===== src/rtl/fft_bf_sched.sv =====
// Address and strobe sequencer for an in-place radix-2 DIT FFT: walks every stage and
// butterfly, issuing read pairs, twiddle addresses and the delayed write-back pairs.
module fft_bf_sched #(
  parameter int LOG2N    = 3,
  parameter int PIPE_LAT = 2,
  parameter int LOG2N_W  = $clog2(LOG2N + 1)
) (
  input  logic               clk,
  input  logic               rst_n,
  input  logic               start,
  input  logic               stall,
  output logic               busy,
  output logic               done,
  output logic [LOG2N_W-1:0] stage,
  output logic               rd_en,
  output logic [LOG2N-1:0]   rd_addr_a,
  output logic [LOG2N-1:0]   rd_addr_b,
  output logic [LOG2N-2:0]   tw_addr,
  output logic               wr_en,
  output logic [LOG2N-1:0]   wr_addr_a,
  output logic [LOG2N-1:0]   wr_addr_b
);

  // Handshake: start is a request that is only taken in IDLE on a cycle with stall=0;
  // stall=1 freezes every register and gates the visible rd_en/wr_en strobes, so a
  // strobe counts exactly once, on the first unstalled cycle it is presented.

  localparam logic [1:0] IDLE  = 2'd0;
  localparam logic [1:0] ISSUE = 2'd1;
  localparam logic [1:0] DRAIN = 2'd2;
  localparam logic [1:0] DONE  = 2'd3;

  localparam int CNT_W = (PIPE_LAT > 1) ? $clog2(PIPE_LAT) : 1;
  localparam logic [LOG2N-2:0]   B_LAST     = {(LOG2N-1){1'b1}};
  localparam logic [CNT_W-1:0]   CNT_LAST   = CNT_W'(PIPE_LAT - 1);
  localparam logic [LOG2N_W-1:0] LAST_STAGE = LOG2N_W'(LOG2N - 1);

  logic [1:0]         state_q, state_n;
  logic [LOG2N_W-1:0] stage_q, stage_n;
  logic [LOG2N-2:0]   b_q, b_n;
  logic [CNT_W-1:0]   cnt_q, cnt_n;
  logic               rd_q, rd_n;
  logic [LOG2N-1:0]   ra_q, rb_q;
  logic [LOG2N-2:0]   tw_q;

  logic               wr_d [PIPE_LAT];
  logic [LOG2N-1:0]   wa_d [PIPE_LAT];
  logic [LOG2N-1:0]   wb_d [PIPE_LAT];

  logic [LOG2N-1:0]   ra_n, rb_n;
  logic [LOG2N-2:0]   tw_n;

  always_comb begin
    state_n = state_q;
    stage_n = stage_q;
    b_n     = b_q;
    cnt_n   = cnt_q;
    rd_n    = 1'b0;
    case (state_q)
      IDLE: begin
        if (start) begin
          state_n = ISSUE;
          stage_n = '0;
          b_n     = '0;
          rd_n    = 1'b1;
        end
      end
      ISSUE: begin
        if (b_q == B_LAST) begin
          state_n = DRAIN;
          cnt_n   = '0;
        end else begin
          b_n  = b_q + 1'b1;
          rd_n = 1'b1;
        end
      end
      DRAIN: begin
        if (cnt_q == CNT_LAST) begin
          if (stage_q != LAST_STAGE) begin
            state_n = ISSUE;
            stage_n = stage_q + 1'b1;
            b_n     = '0;
            rd_n    = 1'b1;
          end else begin
            state_n = DONE;
          end
        end else begin
          cnt_n = cnt_q + 1'b1;
        end
      end
      default: state_n = IDLE;
    endcase
  end

  // Addresses are computed for the butterfly about to be presented, so they are
  // registered alongside rd_en rather than one cycle behind it.
  logic [LOG2N-1:0] b_ext, span, mask;
  always_comb begin
    b_ext = {1'b0, b_n};
    span  = LOG2N'(1) << stage_n;
    mask  = span - LOG2N'(1);
    ra_n  = (((b_ext >> stage_n) << stage_n) << 1) | (b_ext & mask);
    rb_n  = ra_n + span;
    tw_n  = (b_n & mask[LOG2N-2:0]) << (LOG2N_W'(LOG2N - 1) - stage_n);
  end

  always_ff @(posedge clk or negedge rst_n) begin
    if (!rst_n) begin
      state_q <= IDLE;
      stage_q <= '0;
      b_q     <= '0;
      cnt_q   <= '0;
      rd_q    <= 1'b0;
      ra_q    <= '0;
      rb_q    <= '0;
      tw_q    <= '0;
    end else if (!stall) begin
      state_q <= state_n;
      stage_q <= stage_n;
      b_q     <= b_n;
      cnt_q   <= cnt_n;
      rd_q    <= rd_n;
      if (rd_n) begin
        ra_q <= ra_n;
        rb_q <= rb_n;
        tw_q <= tw_n;
      end
    end
  end

  always_ff @(posedge clk or negedge rst_n) begin
    if (!rst_n) begin
      for (int i = 0; i < PIPE_LAT; i++) begin
        wr_d[i] <= 1'b0;
        wa_d[i] <= '0;
        wb_d[i] <= '0;
      end
    end else if (!stall) begin
      wr_d[0] <= rd_q;
      wa_d[0] <= ra_q;
      wb_d[0] <= rb_q;
      for (int i = 1; i < PIPE_LAT; i++) begin
        wr_d[i] <= wr_d[i-1];
        wa_d[i] <= wa_d[i-1];
        wb_d[i] <= wb_d[i-1];
      end
    end
  end

  assign busy      = (state_q == ISSUE) || (state_q == DRAIN);
  assign done      = (state_q == DONE);
  assign stage     = stage_q;
  assign rd_en     = rd_q & ~stall;
  assign rd_addr_a = ra_q;
  assign rd_addr_b = rb_q;
  assign tw_addr   = tw_q;
  assign wr_en     = wr_d[PIPE_LAT-1] & ~stall;
  assign wr_addr_a = wa_d[PIPE_LAT-1];
  assign wr_addr_b = wb_d[PIPE_LAT-1];

endmodule


===== config.mk =====
export PLATFORM = sky130hd
export DESIGN_NAME = fft_bf_sched
export DESIGN_NICKNAME = d
export VERILOG_FILES = /design/src/rtl/fft_bf_sched.sv
export SDC_FILE = /design/constraint.sdc
export NUM_CORES = 1
export LEC_CHECK = 0
export ABC_AREA = 1
export BUFFER_PORTS_ARGS = -buffer_cell sky130_fd_sc_hd__buf_2
export CAP_MARGIN = 40
export CORE_ASPECT_RATIO = 0.6
export CORE_MARGIN = 3
export CORE_UTILIZATION = 41
export CTS_CLUSTER_DIAMETER = 30
export CTS_CLUSTER_SIZE = 8
export DETAILED_ROUTE_END_ITERATION = 16
export PLACE_DENSITY = 0.68
export SYNTH_ARGS = -nofsm -noshare
export SYNTH_HDL_FRONTEND = slang
export SYNTH_SLANG_ARGS = --single-unit

===== constraint.sdc =====
create_clock -name clk -period 2.5 [get_ports clk]
set_clock_uncertainty 0.1 [all_clocks]
set_input_delay 0.375 -clock clk [delete_from_list [all_inputs] [get_ports clk]]
set_output_delay 0.375 -clock clk [all_outputs]
set_load 0.05 [all_outputs]

-- Word-level counts from Yosys, hierarchy flattened
Index checks and enable logic that the tools add are counted.
- add/subtract/negate cells: 6
- bitwise logic cells: 6
- shifts and indexed selects: 4
- equality and inequality tests: 8
- multiplexer cells: 22
- reduce and logical (&&, ||, !) cells: 6
- operator list (kind ; number):
    $mux 2 ; 11
    $pmux 2 s3 ; 2
    $ne 2x2->1 const B ; 4
    $eq 2x2->1 const B ; 3
    $mux 1 ; 6
    $add 2x1->2 const B ; 2
    $pmux 2 s2 ; 1
    $reduce_and 4->1 ; 1
    $add 3x3->3 ; 1
    $and 2x3->3 ; 1
    $or 3x3->3 ; 1
    $pmux 1 s3 ; 1
    $reduce_and 3->1 ; 1
    $shl 1x2->3 const A ; 1
    $shl 3x2->2 ; 1
    $shr 2x2->3 ; 1
    $sub 3x1->3 const B ; 1
    $and 1x1->1 ; 2
    $and 2x2->2 ; 1
    $eq 2x1->1 const B ; 1
    $logic_not 2->1 ; 1
    $pmux 1 s2 ; 1
    $reduce_and 2->1 ; 1
    $reduce_bool 2->1 ; 1
    other kinds (5) ; 5
- output and inout bits: 20
- bits of input ports: 4
- flip-flop bits (word level): 30
- word-level logic and storage cells: 66

-- Longest topological paths before layout
Gate-level depths: netlist (run 1).
- depth after elaboration: 9
- gate-level depth with buffers: 19
- mapped depth without buffers: 19

-- Least setup slack after synthesis (run 1)
No wires, ideal clock.
- path kind: reg2reg
- start: reg stage_q[0] (netlist: stage[0])
- end: reg rb_q[2] (netlist: rd_addr_b[2])
- setup slack: -254 ps
- library setup time: 118 ps
- data arrival time: 2536 ps
- required time: 2282 ps
- cell stages (with the launch flop): 19
- clock period less this slack: 2754 ps
- buffers on the path: 0
- cells stage by stage: dfrtp_1 > inv_1 > ha_1 > inv_1 > nand2_1 > nand3_1 > nand2_2 > inv_2 > ha_1 > inv_1 > nand2_1 > nand3_1 > nand2_1 > inv_1 > fa_1 > inv_1 > nand3_1 > nand3_1 > nand2_1
- longest elaborated chain between the ends: 9
- elaborated cells on any way between the ends: 20
- those cells by class: add/sub (3); eq/ne (1); shift (3); mux (10); bitwise (2); reduce/logical (1)
- RTL lines (element ; line ; source):
    from (decl) ; 39 ; logic [LOG2N_W-1:0] stage_q, stage_n;
    from (signal assigned) ; 119 ; stage_q <= stage_n;
    $add 2x1->2 / $ne 2x2->1 (equally long branches) ; 81, 79 ;
    $mux 2 ; 79 ; if (stage_q != LAST_STAGE) begin
    $mux 2 ; 78 ; if (cnt_q == CNT_LAST) begin
    $pmux 2 s2 ; 59 ; case (state_q)
    $shl 1x2->3 ; 100 ; span = LOG2N'(1) << stage_n;
    $sub 3x1->3 ; 101 ; mask = span - LOG2N'(1);
    $and 2x3->3 ; 102 ; ra_n = (((b_ext >> stage_n) << stage_n) << 1) | (b_ext & mask);
    $or 3x3->3 ; 102 ;
    $add 3x3->3 ; 103 ; rb_n = ra_n + span;
    to (signal assigned) ; 125 ; rb_q <= rb_n;
    to (decl) ; 43 ; logic [LOG2N-1:0] ra_q, rb_q;
Several ways; a longest one is shown, not always the timed one.
A chain may end at the register's enable or synchronous reset.

-- Final worst setup path (run 1)
- start: reg state_q[1]
- end: reg rb_q[2] (netlist: rd_addr_b[2])
- longest elaborated chain between the ends: 7
- elaborated cells on any way between the ends: 14
- those cells by class: add/sub (2); eq/ne (2); shift (3); mux (3); bitwise (2); reduce/logical (2)
- RTL lines (element ; line ; source):
    from (decl) ; 38 ; logic [1:0] state_q, state_n;
    from (signal assigned) ; 118 ; state_q <= state_n;
    $eq 2x2->1 / $logic_not 2->1 (equally long branches) ; 59 ;
    $pmux 2 s2 (*) ; 59 ;
    net stage_n[0] ; 39 ;
    $shl 1x2->3 ; 100 ;
    $sub 3x1->3 ; 101 ;
    $and 2x3->3 ; 102 ;
    $or 3x3->3 ; 102 ;
    $add 3x3->3 (*) ; 103 ;
Mark *: on every way through the listed nets, which the timed path passes. The rest lies on a longest branch.

==> results.md, run 1 <==
* End of the worst register-to-register path: rd_addr_b[2]
* CTS Root Cell: clkbuf_8
* Row cnt at 16
* Gpl congestion at roughly 0.8
* Synth area leaders: dfrtp_1, nand2_1, o21ai_0
* Clock latency on the worst-skew pair at 0.28 ns
* Worst-path fanout max at 5
* Clock transition at path regs at roughly 0.06 ns
* Worst EP arrival at 2.47 ns
* Global route overflow at 0
* Via/cell ratio at 4.67
* Final hold vios at 0
* Initial Util at 46.0%
* R2R Setup Slk at 0.10 ns
* Slowest cell delay on critical path at about 0.40 ns
* Syn Area/Cell at 8.10 um^2
* Synth cell count leaders: nand2_1, dfrtp_1, inv_1
* Top delay family on crit path: simple AND/OR/NAND/NOR gates
* Post-route antenna net violation count at 0
* DP HPWL at between 2000 and 2500 um
* Crit path time final at ~2.4 ns
* CP Class: register to register
* Flops & latches, synth at 30
* Ports at 24
* Final wirelength at 3170 um
* Antenna Cells at 0
* WP buf/inv at 5
* Worst-Margin Slew at between 0.6 and 0.7 ns
* Final Cell Area at around 0.002 mm^2
* # setup viols final at 0
* GR Util All Layers at about 14%
* First-pass GRT wire length at 5100 um
* Crit Reg-Reg Startpoint: state_q[1]
* Number of buffers created by CTS at 5
* Share of layout cells above drive strength 1 at a little under a third
* DR iter-0 viols at 88
* Synthesized area at 0.00161 mm^2
* Post-synth EDFFs at 0
* Core area at ~0.0035 mm^2
* CP cell instances: buf_4 > ha_4 > inv_4 > nand2_2 > nand2_2 > nand2_2 > nand2_4 > inv_4 > ha_4 > nand2_1 > nand3_2 > nand2_2 > inv_1 > fa_2 > inv_1 > nand3_1 > nand3_1 > nand2_1
* Placed instance area at around 0.0018 mm^2
* Critical Path RT at 2.57 ns
* Fin. max-slew vios at 0
* Vias at between 1000 and 1500
* Synth async-reset ratio at 100%
* Die height at between 50 and 60 um
* Slew Limit Headroom at about 57%
* CP endpoint kind: register
* Vias in the first global route at roughly 1100
* Area Growth Syn to Fin at 23.6%
* DRC at 0
* Yosys cell types at 25
* Initial antenna violation count at 0
* CP most frequent cell: nand2_2
* Cells after synthesis at 199
* Post-synthesis sequential area ratio at ~47%
* Yosys top cell by area: dfrtp_1
* H-tree depth at 2
* Reg2Reg Depth at 18
* Max Freq at roughly 0.42 GHz
* Startpoint types: register
* Syn nets at approximately 210
* Layout Nets at around 250
* Synth Warn # at 0
* Outcome: finished clean
* Sink Count at 30
* IO buf count at 23
* Pre-Repair DR Iteration Count at 4
* Top-count cell post-synth: nand2_1
* WL/cell at 11.3 um
* Ratio of final minimum period to clock period at approximately 96%
* Top FF cell, synth: dfrtp_1
* Clock buffer depth at 2
* Hold Path Class: primary input to asynchronous set/reset pin
* Die ar. at 0.00475 mm^2
* Max-cap violation count at 0
* CTS tree: yes
* Synth top area share at 46.5%
* CP max stage cell: dfrtp_1
* Pin count of the biggest net entering global routing at 31
* Horiz. Die Dim at between 80 and 90 um
## state kept, by name (all words and copies together), names as in the netlist, 2 cells and up
signal and flops:
wr_addr_a 3, stage 2, b_q 2, wr_d 2, tw_addr 2, rd_addr_b 3
rd_addr_a 3, wb_d 3, state_q 2, wr_addr_b 3, wa_d 3
## metal layers
| metal | track usage, % | routed length (um) |
|---|---|---|
| met5 | 0 | 0 |
| met2 | 19.8 | 1280 |
| met3 | 5.11 | 163 |
| met4 | 4.66 | 28 |
| met1 | 20.7 | 1700 |
## per-stage QoR
step	std cells	TNS (ns)	hold WS [ns]	setup WS [ns]	util (%)
2_1_floorplan	199	0	-0.0206	0.0235	-
3_3_place_gp	262	0	0.337	0.0234	51.0
3_5_place_dp	262	-0.137	0.340	-0.0765	51.0
4_1_cts	270	0	0.0326	0.0143	54.1
5_1_grt	280	-0.0307	0.0627	-0.0307	56.9
6_report	280	0	0.0130	0.105	56.9
## kinds of logic (layout without fill, tap and decap cells)
group / count (synthesis) / in the layout / synth area share, %
adder cells (fa/ha/maj): 9 / 9 / 7.45
buffers and inverters: 45 / 81 / 12.6
AND/OR/NAND/NOR: 80 / 80 / 21.6
AO/OA/AOI/OAI: 34 / 34 / 11.6
flip-flops: 30 / 30 / 46.5
other: 1 / 1 / 0.233
## area by class of cell
| cell class | instances | area (um^2) |
|---|---|---|
| flip-flops and latches | 30 | 753 |
| clock buffers | 6 | 82.6 |
| well taps | 45 | 56.3 |
| multi-input cells | 124 | 718 |
| inverters | 34 | 135 |
| repair buffers | 39 | 235 |
| fillers | 322 | 1510 |
| clock inverters | 2 | 12.5 |
## cells in the final DEF, fill, tap and decap left out
| cell | instances |
|---|---|
| a21oi_1 | 2 |
| a32o_1 | 1 |
| ha_1 | 4 |
| clkinvlp_4 | 1 |
| ha_4 | 4 |
| nand3_1 | 12 |
| o21ai_0 | 23 |
| o21ai_1 | 4 |
| buf_4 | 16 |
| o211ai_1 | 2 |
| o21bai_1 | 1 |
| inv_2 | 5 |
| buf_2 | 23 |
| inv_4 | 3 |
| nand2_2 | 7 |
| fa_2 | 1 |
| nand2_1 | 54 |
| nand2_4 | 1 |
| conb_1 | 1 |
| o21ai_2 | 1 |
| nand3_2 | 2 |
| dfrtp_2 | 2 |
| clkinv_2 | 1 |
| nor2_1 | 3 |
| inv_1 | 26 |
| dfrtp_1 | 28 |
| nand4_1 | 1 |
| clkbuf_8 | 6 |
## how the worst max path moves through the flow
| stage | from | end | cells after the start |
|---|---|---|---|
| 2_1_floorplan | stage[0] | rd_addr_b[1] | 15 |
| 4_1_cts | state_q[1] | rd_addr_b[2] | 18 |
| 3_5_place_dp | state_q[0] | rd_addr_b[2] | 19 |
| 3_3_place_gp | state_q[0] | rd_addr_b[1] | 16 |
| 6_report | state_q[1] | rd_addr_b[2] | 18 |
| 5_1_grt | state_q[1] | rd_addr_b[2] | 18 |
## repair_timing
item | 4_1_cts | 5_1_grt
pin swaps | 0 | 3
hold buffers | 0 | 0
resized for setup | 2 | 7
buffers inserted | 0 | 10
setup endpoints to repair | 2 | 2
gates cloned | 0 | 0
Power of run 1 is not shown: default switching activity piles up to over one toggle a cycle in this logic, so the estimate is an artifact.
==> inputs of run 2 (changes only) <==
--- a/config.mk
+++ b/config.mk
@@ -14,7 +14,7 @@
 export CTS_CLUSTER_DIAMETER = 30
 export CTS_CLUSTER_SIZE = 8
 export DETAILED_ROUTE_END_ITERATION = 16
-export PLACE_DENSITY = 0.68
+export PLACE_DENSITY = 0.73
 export SYNTH_ARGS = -nofsm -noshare
 export SYNTH_HDL_FRONTEND = slang
 export SYNTH_SLANG_ARGS = --single-unit
==> run 2 against run 1 <==
First-iteration DRC count decreased by 16%. Die area stayed put. Critical path depth unchanged. Register-to-register slack about the same. Global-route usage up 0.74 points. Count of clock-buffer cells in the layout stayed put. Design area up 1.9%. Setup slack worse by 0.0061 ns. Largest cell class unchanged. Highest routed layer unchanged.
==> results.md, run 2 (synthesis gave the netlist of run 1 again) <==
* First-pass GRT wire length at around 5300 um
* Outcome: finished clean
* # setup viols final at 0
* CTS tree: yes
* Share of layout cells above drive strength 1 at between 30% and 40%
* DRC at 0
* Die height at approximately 55 um
* Ratio of final minimum period to clock period at between 90% and 100%
* Min Hold Slack at between 0.008 and 0.009 ns
* Pre-Repair DR Iteration Count at 4
* Max-cap violation count at 0
* Slowest cell delay on critical path at roughly 0.4 ns
* Fin util at around 58%
* Hold Path Class: primary input to asynchronous set/reset pin
* Vias in the first global route at about 1200
* DR iter-0 viols at 74
* Area Growth Syn to Fin at 25.9%
* Final hold vios at 0
* WL/cell at 12.1 um
* Vias at ~1300
* Initial antenna violation count at 0
* Gpl congestion at roughly 0.87
* Global route overflow at 0
* CP cell instances: buf_6 > ha_4 > inv_2 > nand2_2 > nand2_2 > nand2_2 > nand2_4 > inv_4 > ha_4 > nand2_2 > nand3_2 > nand2_2 > inv_2 > fa_2 > inv_1 > nand3_2 > nand3_1 > nand2_1
* Layout Nets at ~250
* Antenna Cells at 0
* Worst-Margin Slew at 0.640 ns
* CP most frequent cell: nand2_2
* CP max stage cell: dfrtp_1
* Crit path time final at approximately 2.4 ns
* Critical Path RT at 2.58 ns
* Core area at about 0.0035 mm^2
* Startpoint types: register
* Worst EP arrival at ~2.5 ns
* Placed cell count at ~260
* Post-route antenna net violation count at 0
* Die ar. at ~0.0047 mm^2
* Row cnt at 16
* Worst-path fanout max at 5
* Register area at approximately 750 um^2
* CP endpoint kind: register
* PnR worst setup slack at ~0.099 ns
* CP Class: register to register
* Final wirelength at 3420 um
* Clock latency on the worst-skew pair at ~0.29 ns
* H-tree depth at 2
* Clock transition at path regs at 0.06 ns
* Sink Count at 30
* Most frequent cells in the layout: nand2_1, dfrtp_1, inv_1, o21ai_0, buf_2
* Via/cell ratio at 4.71
* Clock buffer depth at 2
* GR Util All Layers at between 10% and 20%
* Pin count of the biggest net entering global routing at 31
* DP HPWL at between 2000 and 2500 um
* Max Freq at roughly 0.42 GHz
* CTS Root Cell: clkbuf_8
* Area of the multi-input gates at roughly 740 um^2
* Filler cells at 314
* Horiz. Die Dim at between 80 and 90 um
* Number of buffers created by CTS at 5
* IO buf count at 23
* Worst slack, placed at -0.0116 ns
* Slew Limit Headroom at between 50% and 60%
* Most common cell after layout, fill and taps aside: nand2_1
* Ports at 24
* Post-route insts no fill at 282
* Initial Util at a little under half
* Fin. max-slew vios at 0
==> run 2: cell types whose count changed in the layout (fill, tap and decap cells not counted) <==
cell and change:
inv_1 -2, inv_2 +2, nand2_1 -2, nand2_2 +2
nand3_1 -2, nand3_2 +2, buf_4 +1, buf_6 +1
o21ai_1 -1, o21ai_2 +1
==> run 2: layer usage <==
layer | share of wire [%] | global-route usage (%) | vias to the layer above
met3 | 4.8 | 4.96 | 5
met1 | 54 | 21.4 | 609
met4 | 0.99 | 5.70 | 0
met2 | 40 | 21.3 | 28
li1 | - | - | 686
met5 | 0 | 0 | -
==> run 2: metrics by stage <==
step	area (um^2)	TNS, ns
detailed placement	1800	-0.0116
global route	2030	-0.0385
finish	2030	0
CTS	1910	0
floorplan	1650	0
global placement	1800	0
==> run 2: worst paths after layout <==
kind | start | to | slack (ns) | cells after the start
worst max-delay path | state_q[1] | rd_addr_b[2] | 0.1 | 18
worst min register to register | wb_d[3] | wr_addr_b[0] | 0.37 | 2
worst max register to register | state_q[1] | rd_addr_b[2] | 0.1 | 18
max in group asynchronous | rst_n | stage[0] | 1.84 | 1
worst min-delay path | rst_n | wr_addr_b[2] | 0.009 | 1
min in group clk | wb_d[3] | wr_addr_b[0] | 0.37 | 2
==> run 2: area by class of cell <==
cell class	count	share of cell area (%)
multi-input combinational	124	36.3
sequential	30	37.1
tap	45	2.77
clock buffer	6	4.07
clock inverter	2	0.616
timing repair buffer	41	12.5
inverter	34	6.65
==> run 2: what timing repair did <==
item                                    CTS  global route
gates resized for setup                   3            14
hold buffers                              0             0
endpoints found under the setup margin    2             2
buffers inserted                          1            10
pin swaps                                 0            11
gates cloned                              0             0
hold endpoints to repair                  0             0
==> run 2: worst max-delay path: cells and delay by family, from the launching register on <==
| kind | cells | cell delay, ns |
|---|---|---|
| flip-flops | 1 | 0.40 |
| AND/OR/NAND/NOR | 10 | 0.78 |
| adder cells (fa/ha/maj) | 3 | 0.66 |
| buffers and inverters | 5 | 0.35 |
Power of run 2 is left out for the same reason.
==> inputs of run 3 (changes only) <==
--- a/config.mk
+++ b/config.mk
@@ -14,7 +14,7 @@
 export CTS_CLUSTER_DIAMETER = 30
 export CTS_CLUSTER_SIZE = 8
 export DETAILED_ROUTE_END_ITERATION = 16
-export PLACE_DENSITY = 0.73
+export PLACE_DENSITY = 0.71
 export SYNTH_ARGS = -nofsm -noshare
 export SYNTH_HDL_FRONTEND = slang
 export SYNTH_SLANG_ARGS = --single-unit
==> constraint.sdc (replaced) <==
create_clock -name clk -period 2.3 [get_ports clk]
set_clock_uncertainty 0.1 [all_clocks]
set_input_delay 0.345 -clock clk [delete_from_list [all_inputs] [get_ports clk]]
set_output_delay 0.345 -clock clk [all_outputs]
set_load 0.05 [all_outputs]
==> run 3 against run 2 <==
The run now ends with negative setup slack left. Setup slack got worse by 0.14 ns. Largest cell class unchanged. Sequential share of layout area decreased by 1.2 points. Design area increased by 3.5%. Non-clock buffer count increased by 11. Die area unchanged. Hold slack improved by 0.0029 ns. Critical path type unchanged. Cell count increased by 3.5%. Count of clock-buffer cells in the layout decreased by 1.
==> results.md, run 3 (synthesis gave the netlist of run 1 again) <==
* RSZ-0062 raised after global routing: yes
* CP max stage cell: dfrtp_1
* Gpl congestion at ~0.80
* Final hold vios at 0
* # setup viols final at 2
* CP endpoint kind: register
* CTS Root Cell: clkbuf_8
* Failing checks: negative setup slack
* First-pass GRT wire length at slightly below 6000 um
* Fin. max-slew vios at 0
* IO buf count at 23
* Pre-Repair DR Iteration Count at 4
* Register area at roughly 750 um^2
* Number of buffers created by CTS at 5
* WP buf/inv at 6
* Die height at about 55 um
* Area of the multi-input gates at about 740 um^2
* Filler cells at roughly 290
* Clock latency on the worst-skew pair at 0.27 ns
* WL/cell at around 12 um
* Startpoint types: register
* Ratio of final minimum period to clock period at 102%
* Final wirelength at 3630 um
* Worst EP arrival at 2.41 ns
* Vias in the first global route at about 1200
* Share of layout cells above drive strength 1 at between 30% and 40%
* GRT busiest layer: met2
* Global routing usage on met3 at under 10%
* Area Growth Syn to Fin at 30.3%
* Vias at about 1400
* Core area at roughly 0.0035 mm^2
* Most common cell after layout, fill and taps aside: nand2_1
* Initial antenna violation count at 0
* Ports at 24
* Worst-Margin Slew at slightly below 0.7 ns
* Crit path time final at approximately 2.3 ns
* Min Hold Slack at approximately 0.012 ns
* Sink Count at 30
* Hold_buf cts at 0
* Clock buffer depth at 2
* Hold Path Class: primary input to asynchronous set/reset pin
* Horiz. Die Dim at between 80 and 90 um
* CP cell instances: inv_2 > ha_4 > inv_2 > nand2_2 > nand2_2 > nand2_2 > nand2_4 > inv_4 > ha_4 > inv_2 > nand2_2 > nand3_2 > nand2_2 > inv_2 > fa_2 > inv_2 > nand3_2 > nand3_2 > nand2_1
* Worst-path fanout max at 4
* Most frequent cells in the layout: nand2_1, buf_4, dfrtp_1, o21ai_0, buf_2
* Slowest cell delay on critical path at 0.38 ns
* Row cnt at 16
* CP Class: register to register
* Initial Util at about 46%
* Pin count of the biggest net entering global routing at 31
* Slew Limit Headroom at 53.7%
* GR Util met1 at a little under a quarter
* Met2 track demand over resource at 26.2%
* CTS tree: yes
* Critical Path RT at 2.36 ns
* H-tree depth at 2
* PnR worst setup slack at -0.0445 ns
* Max-cap violation count at 0
* Post-route antenna net violation count at 0
* Antenna Cells at 0
* Top delay family on crit path: simple AND/OR/NAND/NOR gates
* Setup tns final at -0.0792 ns
* Outcome: finished with violations
* Layout Nets at 260
* DRC at 0
* DP HPWL at ~2600 um
* GR Util All Layers at between 15 and 20%
* Max Freq at ~0.43 GHz
* Die ar. at around 0.0047 mm^2
* DR iter-0 viols at 68
* Global route overflow at 0
* Clock transition at path regs at around 0.06 ns
* Via/cell ratio at roughly 4.7
run 3: path summary, 6_finish.rpt:
| kind | from | to | slack (ns) | cells after the start |
|---|---|---|---|---|
| min | rst_n | wb_d[5] | 0.01 | 1 |
| max | state_q[0] | rd_addr_b[2] | -0.04 | 19 |
| min in group clk | wb_d[3] | wr_addr_b[0] | 0.36 | 2 |
| min reg2reg | wb_d[3] | wr_addr_b[0] | 0.36 | 2 |
| max reg2reg | state_q[0] | rd_addr_b[2] | -0.04 | 19 |
| max in group asynchronous | rst_n | state_q[1] | 1.60 | 1 |
run 3: worst register-to-register path: cells and delay by family, from the launching register on:
kind / cells / cell delay, ns
adder cells (fa/ha/maj): 3 / 0.65
flip-flops: 1 / 0.38
AND/OR/NAND/NOR: 10 / 0.71
buffers and inverters: 6 / 0.38
run 3: metal layers:
| metal | vias up | part of all wire, % |
|---|---|---|
| met3 | 0 | 7.5 |
| met2 | 33 | 42 |
| met1 | 632 | 50 |
| li1 | 710 | - |
| met4 | 0 | 0 |
| met5 | - | 0 |
run 3: area by class of cell:
type	instances	share of cell area, %
clock inverters	2	0.476
clock buffers	5	3.28
multi-input cells	124	35.4
repair buffers	52	15.8
inverters	34	6.43
flip-flops and latches	30	35.9
well taps	45	2.68
run 3: timing repair:
| action | in CTS | in global routing |
|---|---|---|
| buffers inserted | 8 | 2 |
| gates resized for setup | 15 | 5 |
| pin swaps | 6 | 6 |
| setup endpoints to repair | 2 | 2 |
run 3: stage by stage:
stage          util [%]  worst slack [ns]  instances  cell area (um^2)
3_3_place_gp       53.8           -0.0380        275              1890
2_1_floorplan         -            0.0970        199              1650
4_1_cts            59.1           -0.0384        290              2070
5_1_grt            60.0            -0.161        292              2100
3_5_place_dp       53.8            -0.169        275              1890
6_report           60.0           -0.0445        292              2100
Power of run 3 is left out for the same reason.
